===== config.mk =====
export PLATFORM = sky130hd
export DESIGN_NAME = rca_serial_add_ctrl
export DESIGN_NICKNAME = d
export VERILOG_FILES = /design/src/rtl/rca_serial_add_ctrl_pkg.sv /design/src/rtl/rca_serial_add_ctrl_rca.sv /design/src/rtl/rca_serial_add_ctrl.sv
export SDC_FILE = /design/constraint.sdc
export NUM_CORES = 1
export LEC_CHECK = 0
export CAP_MARGIN = 25
export CORE_MARGIN = 5
export CORE_UTILIZATION = 48
export CTS_CLUSTER_SIZE = 10
export DETAILED_ROUTE_END_ITERATION = 7
export GPL_ROUTABILITY_DRIVEN = 0
export GPL_TIMING_DRIVEN = 0
export PLACE_DENSITY = 0.75
export SKIP_LAST_GASP = 1
export SLEW_MARGIN = 25
export SYNTH_ARGS = -nofsm -noshare
export SYNTH_HDL_FRONTEND = slang
export SYNTH_SLANG_ARGS = --single-unit

===== constraint.sdc =====
create_clock -name clk -period 4.6 [get_ports clk]
set_clock_uncertainty 0.05 [all_clocks]
set_input_delay 0.92 -clock clk [delete_from_list [all_inputs] [get_ports clk]]
set_output_delay 0.92 -clock clk [all_outputs]
set_load 0.01 [all_outputs]

===== src/rtl/rca_serial_add_ctrl_pkg.sv =====
// Shared definitions for the nibble-serial adder controller:
// the state encoding and the width of the shared adder slice.
package rca_serial_add_ctrl_pkg;

  localparam int NIBBLE_W = 4;

  typedef enum logic [1:0] {
    IDLE = 2'd0,
    RUN  = 2'd1,
    DONE = 2'd2
  } state_t;

endpackage


===== src/rtl/rca_serial_add_ctrl_rca.sv =====
// 4-bit ripple-carry adder: the single arithmetic resource shared by all
// nibbles of a wide addition.
module rca_serial_add_ctrl_rca
  import rca_serial_add_ctrl_pkg::*;
(
  input  logic [NIBBLE_W-1:0] x,
  input  logic [NIBBLE_W-1:0] y,
  input  logic                ci,
  output logic [NIBBLE_W-1:0] s,
  output logic                co
);

  logic [NIBBLE_W:0] c;

  assign c[0] = ci;

  for (genvar i = 0; i < NIBBLE_W; i++) begin : g_fa
    assign s[i]   = x[i] ^ y[i] ^ c[i];
    assign c[i+1] = (x[i] & y[i]) | (c[i] & (x[i] ^ y[i]));
  end

  assign co = c[NIBBLE_W];

endmodule


===== src/rtl/rca_serial_add_ctrl.sv =====
// Wide adder built from one shared 4-bit ripple-carry adder, stepping one
// nibble per cycle (LSB first) with valid/ready on both operand and result sides.
module rca_serial_add_ctrl
  import rca_serial_add_ctrl_pkg::*;
#(
  parameter int NIBBLES = 4
) (
  input  logic                        clk,
  input  logic                        rst_n,
  input  logic                        in_valid,
  output logic                        in_ready,
  input  logic [NIBBLE_W*NIBBLES-1:0] a,
  input  logic [NIBBLE_W*NIBBLES-1:0] b,
  input  logic                        cin,
  output logic                        out_valid,
  input  logic                        out_ready,
  output logic [NIBBLE_W*NIBBLES-1:0] sum,
  output logic                        cout,
  output logic                        busy
);

  localparam int W     = NIBBLE_W * NIBBLES;
  localparam int IDX_W = (NIBBLES > 1) ? $clog2(NIBBLES) : 1;
  localparam logic [IDX_W-1:0] LAST_IDX = IDX_W'(NIBBLES - 1);

  state_t               state;
  state_t               next_state;
  logic [W-1:0]         a_reg;
  logic [W-1:0]         b_reg;
  logic                 carry_reg;
  logic [IDX_W-1:0]     idx;
  logic [NIBBLE_W-1:0]  a_nib;
  logic [NIBBLE_W-1:0]  b_nib;
  logic [NIBBLE_W-1:0]  s_nib;
  logic                 c_nib;
  logic                 last;

  assign a_nib = a_reg[int'(idx)*NIBBLE_W +: NIBBLE_W];
  assign b_nib = b_reg[int'(idx)*NIBBLE_W +: NIBBLE_W];
  assign last  = (idx == LAST_IDX);
  assign busy  = (state != IDLE);

  rca_serial_add_ctrl_rca u_rca (
    .x  (a_nib),
    .y  (b_nib),
    .ci (carry_reg),
    .s  (s_nib),
    .co (c_nib)
  );

  always_ff @(posedge clk or negedge rst_n) begin
    if (!rst_n) begin
      state <= IDLE;
    end else begin
      state <= next_state;
    end
  end

  // The unused encoding falls into default and recovers to IDLE.
  always_comb begin
    next_state = state;
    in_ready   = 1'b0;
    out_valid  = 1'b0;
    case (state)
      IDLE: begin
        in_ready = 1'b1;
        if (in_valid) next_state = RUN;
      end
      RUN: begin
        if (last) next_state = DONE;
      end
      DONE: begin
        out_valid = 1'b1;
        if (out_ready) next_state = IDLE;
      end
      default: next_state = IDLE;
    endcase
  end

  // Unwritten sum nibbles keep their old value; idx parks on the last nibble.
  always_ff @(posedge clk or negedge rst_n) begin
    if (!rst_n) begin
      a_reg     <= '0;
      b_reg     <= '0;
      carry_reg <= 1'b0;
      idx       <= '0;
      sum       <= '0;
      cout      <= 1'b0;
    end else begin
      case (state)
        IDLE: begin
          if (in_valid) begin
            a_reg     <= a;
            b_reg     <= b;
            carry_reg <= cin;
            idx       <= '0;
          end
        end
        RUN: begin
          sum[int'(idx)*NIBBLE_W +: NIBBLE_W] <= s_nib;
          carry_reg <= c_nib;
          if (last) begin
            cout <= c_nib;
          end else begin
            idx <= idx + 1'b1;
          end
        end
        default: ;
      endcase
    end
  end

endmodule


[Word level (Yosys, flattened, before mapping)]
Cells that the tools add are included.
Storage, ports and cells
  flip-flop bits (word level): 54
  bits of input ports: 37
  output and inout bits: 20
  word-level logic and storage cells: 60
Cells by class
  $add $sub $neg: 2
  eq/ne operators: 7
  shifts and indexed selects: 4
  muxes and demuxes: 12
  bitwise gates (word level): 20
  reductions and logical operators: 8
Operators with widths (number)
  $neg A4 Y33: 1
  $shift A4 B33 Y16 const A: 1
  $shiftx A4 B33 Y16: 1
  $shiftx A16 B5 Y4: 2
  $bwmux W16: 1
  $mux W2: 5
  $and A1 B1 Y1: 8
  $ne A2 B2 Y1 const B: 4
  $xor A1 B1 Y1: 8
  $pmux W2 S3: 1
  $reduce_and A2 Y1: 3
  $reduce_and A3 Y1: 2
  $eq A2 B2 Y1 const B: 2
  $or A1 B1 Y1: 4
  $pmux W2 S2: 1
  $reduce_bool A2 Y1: 2
  $mux W1: 3
  $add A2 B1 Y2 const B: 1
  $eq A2 B1 Y1 const B: 1
  $logic_not A2 Y1: 1
  $pmux W1 S2: 1

[Depth between registers and ports, before layout]
  word-level depth: 11
  depth in mapped cells: 12
  mapped depth without buffers: 11

[By module]
From an unflattened synthesis, not the netlist that was laid out.
Second synthesis, totals
  cells, all modules: 191
  area total of the unflattened synthesis: 2651.3 um^2
Modules (own cells, without submodules)
  rca_serial_add_ctrl: instances 1, cells an instance 177, area each 2533.7 um^2, seq. area each 1351.3 um^2
  rca_serial_add_ctrl_rca: instances 1, cells an instance 14, area each 117.6 um^2, seq. area each 0.0 um^2

[Worst setup path after synthesis]
Ideal clock, no wire load.
  path kind: flip-flop to flip-flop
  start: register idx[0]
  end: register sum[11]
  setup time: 0.096 ns
  arrival: 2.804 ns
  data required time: 4.454 ns
  slack: 1.650 ns
  cell stages (with the launch flop): 11
  path buffers: 2
  period minus slack after synthesis: 2.950 ns
  path through: dfrtp_1 > buf_2 > buf_2 > mux4_2 > fa_1 > inv_1 > fa_1 > inv_1 > fa_1 > nand2b_1 > o31ai_1
On the way
  word-level cells in the longest chain between the ends: 11
  elaborated cells between the ends (all ways): 23
  those cells by class: add/sub (1); shift (4); mux (1); bitwise (17)
RTL lines
  start, declared: line rca_serial_add_ctrl.sv:31  | logic [IDX_W-1:0] idx;
  start signal, assigned: line rca_serial_add_ctrl.sv:105  | idx <= idx + 1'b1;
  $shiftx A16 B5 Y4, on equally long branches: line rca_serial_add_ctrl.sv:38, rca_serial_add_ctrl.sv:39
  $xor A1 B1 Y1: line rca_serial_add_ctrl_rca.sv:18, rca_serial_add_ctrl_rca.sv:19
  $and A1 B1 Y1: line rca_serial_add_ctrl_rca.sv:19  | assign c[i+1] = (x[i] & y[i]) | (c[i] & (x[i] ^ y[i]));
  $or A1 B1 Y1: line rca_serial_add_ctrl_rca.sv:19
  $and A1 B1 Y1: line rca_serial_add_ctrl_rca.sv:19
  $or A1 B1 Y1: line rca_serial_add_ctrl_rca.sv:19
  $and A1 B1 Y1: line rca_serial_add_ctrl_rca.sv:19
  $or A1 B1 Y1: line rca_serial_add_ctrl_rca.sv:19
  $xor A1 B1 Y1: line rca_serial_add_ctrl_rca.sv:18  | assign s[i] = x[i] ^ y[i] ^ c[i];
  $shiftx A4 B33 Y16: line rca_serial_add_ctrl.sv:100  | sum[int'(idx)*NIBBLE_W +: NIBBLE_W] <= s_nib;
  $bwmux W16 *: line rca_serial_add_ctrl.sv:100
  end signal, assigned by index: line rca_serial_add_ctrl.sv:100
  end, declared: line rca_serial_add_ctrl.sv:17  | output logic [NIBBLE_W*NIBBLES-1:0] sum,
Mark *: on every way between the ends. The rest lies on a longest branch, timed or not.
A chain may end at the register's enable or synchronous reset.

[Final worst setup path]
  start: register idx[1]
  end: register sum[11]
Same word-level chain as after synthesis.

==> metrics.txt <==
DR WL/cell=15.2 um; Syn Area/Cell=13.6 um^2; Max Slew Vio Count=0; EDFF count, synth=0; TNS Setup=0 ns; cell-internal power=roughly 0.0016 W; number of core rows=27; Rel. slew slack=0.562; CTS root buf=clkbuf_8; maximum VDD drop=roughly 0.32 mV; commonest non-fill, non-tap cells in the layout=clkdlybuf4s50_1, dfrtp_1, mux2_4; Worst setup EP type=flip-flop; Crit path arrival time=~3.5 ns; initial antenna violation count=0; commonest non-fill, non-tap cell in the layout=clkdlybuf4s50_1; main flop type after synthesis=dfrtp_1; Total Wirelength=5060 um; hold_buf cts=0; I/O pin count=57; H-tree levels=2; Die Height=84.5 um; Tcrit/Tclk final=0.723; met2 Track Usage GR=0.250; fin crit period=3.33 ns; mapped cell area=2660 um^2; Pleak=about 1.5 nW; Combinational Power Share=0.541; largest area contributor in the netlist=dfrtp_1; Final setup viols=0; P&R area growth vs syn=28.6%; layout cell share with drive strength beyond 1=0.219; Pwr Density=729 nW/um^2; top post-synthesis cells by area=dfrtp_1, mux2_4, mux4_2, fa_1, nand2_1; Antenna Cells=0; sequential fraction of the synthesis area=0.507; worst endpoint required time=4.77 ns; Clk pin slew, worst setup/hold paths=approximately 0.10 ns; RSZ-0062 raised after global routing=false; clock latency on the worst-skew pair=just over 0.3 ns; Netlist cell types=25; switching pwr=0.000916 W; dpl hpwl=around 3800 um; worst slew pin tran=about 0.66 ns; first-pass GRT wire length=slightly below 9000 um; postcts setup bufs=0; Detailed Route Iter0 Violations=98; clock sink count=54; Synth async-reset ratio=1.00; Reg power frac=0.331; Num CTS Buffers=5; initial core utilization=0.490; drt first pass iters=4; max-cap violation count=0; slowest CP cell=fa_1; WS Path Type=reg -> reg; FF+latch count, synth=54; outcome=completed; CP cell instances=clkbuf_1, mux4_2, inv_1, fa_1, inv_1, fa_1, inv_1, fa_1, inv_1, fa_1, nand2b_1, o31ai_1; post_cts resized=0; grt met1 use=0.202; crit start category=flip-flop; vias in the first global route=1776; core area=5440 um^2; Worst Hold Class=reg -> reg; GR Overflow Total=0; top cell type's share of synthesized area=0.507; Synthesized Nets=243; Die ar.=~7100 um^2; Switching Fraction=0.367; Synth warnings=0; TritonCTS clock tree=yes; remaining routing DRC violations=0; Die Wd=approximately 84 um; routed via count=1708; PortBufs=56; largest net degree at the start of global routing=55; Critical Path Max Stage Delay=0.52 ns; Tot Pwr=0.00250 W; clock network power share=0.128; count of final hold-check violations=0; M3 GR Usage=0.0393; vias per cell=5.14; Worst Path Max Fanout=10; Total GRT Usage=0.153; Layout Nets=approximately 310; CTS Buffer Depth=2; remaining antenna violation count=0; instance count of the mapped netlist=196; GRT busiest layer=met2; Max Clk Rate=301 MHz
==> power groups by stage <==
stage | combinational, W | sequential [W] | clock (W)
floorplan | 0.000950 | 0.000814 | 0
global route | 0.00149 | 0.000856 | 0.000350
global placement | 0.00135 | 0.000827 | 0
CTS | 0.00136 | 0.000829 | 0.000327
detailed placement | 0.00136 | 0.000835 | 0
finish | 0.00135 | 0.000826 | 0.000319
==> cells in the mapped netlist (3+ instances only) <==
cell,number
a21oi_1,3
buf_2,4
buf_6,3
clkbuf_1,3
dfrtp_1,54
fa_1,4
ha_1,6
inv_1,13
mux2_2,3
mux2_4,30
mux4_2,8
nand2_1,21
nand2b_1,4
nand3_1,4
nand3b_1,5
nor2_1,5
o21ai_0,7
o31ai_1,7
o41ai_1,6
==> through the flow <==
| step | worst slack, ns | area, um^2 | util | hold slack (ns) | cells |
|---|---|---|---|---|---|
| 2_1_floorplan | 1.65 | 2660 | - | 0.422 | 196 |
| 3_3_place_gp | 0.988 | 3310 | 0.609 | 0.412 | 324 |
| 3_5_place_dp | 1.27 | 3310 | 0.609 | 0.419 | 324 |
| 4_1_cts | 1.25 | 3420 | 0.630 | 0.448 | 332 |
| 5_1_grt | 1.10 | 3420 | 0.630 | 0.461 | 332 |
| 6_report | 1.27 | 3420 | 0.630 | 0.442 | 332 |
==> worst max-delay path: cells and delay by family, from the launching register on <==
kind	cells	cell delay (ns)
adders and majority gates	4	1.20
buffers and inverters	5	0.73
DFF	1	0.46
muxes	1	0.39
AOI/OAI and AO/OA	1	0.27
and+or+nand+nor	1	0.13
==> final cells by class <==
type	count	area (um^2)
Buffer	10	65.1
Clock buffer	5	68.8
Clock inverter	3	43.8
Fill cell	411	2010
Inverter	13	48.8
Multi-Input combinational cell	119	1200
Sequential cell	54	1350
Tap cell	72	90.1
Timing Repair Buffer	56	558
==> routing by layer <==
metal  wire length (um)  part of all wire
met1               2240              0.44
met5                  0                 0
met4                 65             0.013
met3                346             0.068
met2               2410              0.48
==> cells by family (layout without fill, tap and decap cells) <==
kind of cell | Yosys count | after routing | synth area share
flip-flops | 54 | 54 | 0.507
AND/OR/NAND/NOR | 44 | 44 | 0.0808
multiplexers | 41 | 41 | 0.249
AO/OA/AOI/OAI | 24 | 24 | 0.0615
buffers and inverters | 23 | 87 | 0.0427
adder cells (fa/ha/maj) | 10 | 10 | 0.0582
==> final timing paths <==
check	start	endpoint	slack [ns]	cells after the start
worst min-delay path	sum[3]	sum[3]	0.44	2
worst max register to register	idx[1]	sum[11]	1.27	12
max in group asynchronous	rst_n	cout	3.48	1
min in group asynchronous	rst_n	sum[8]	0.58	1
worst min register to register	sum[3]	sum[3]	0.44	2
worst max-delay path	idx[1]	sum[11]	1.27	12
Power figures use the tool's default switching activity.
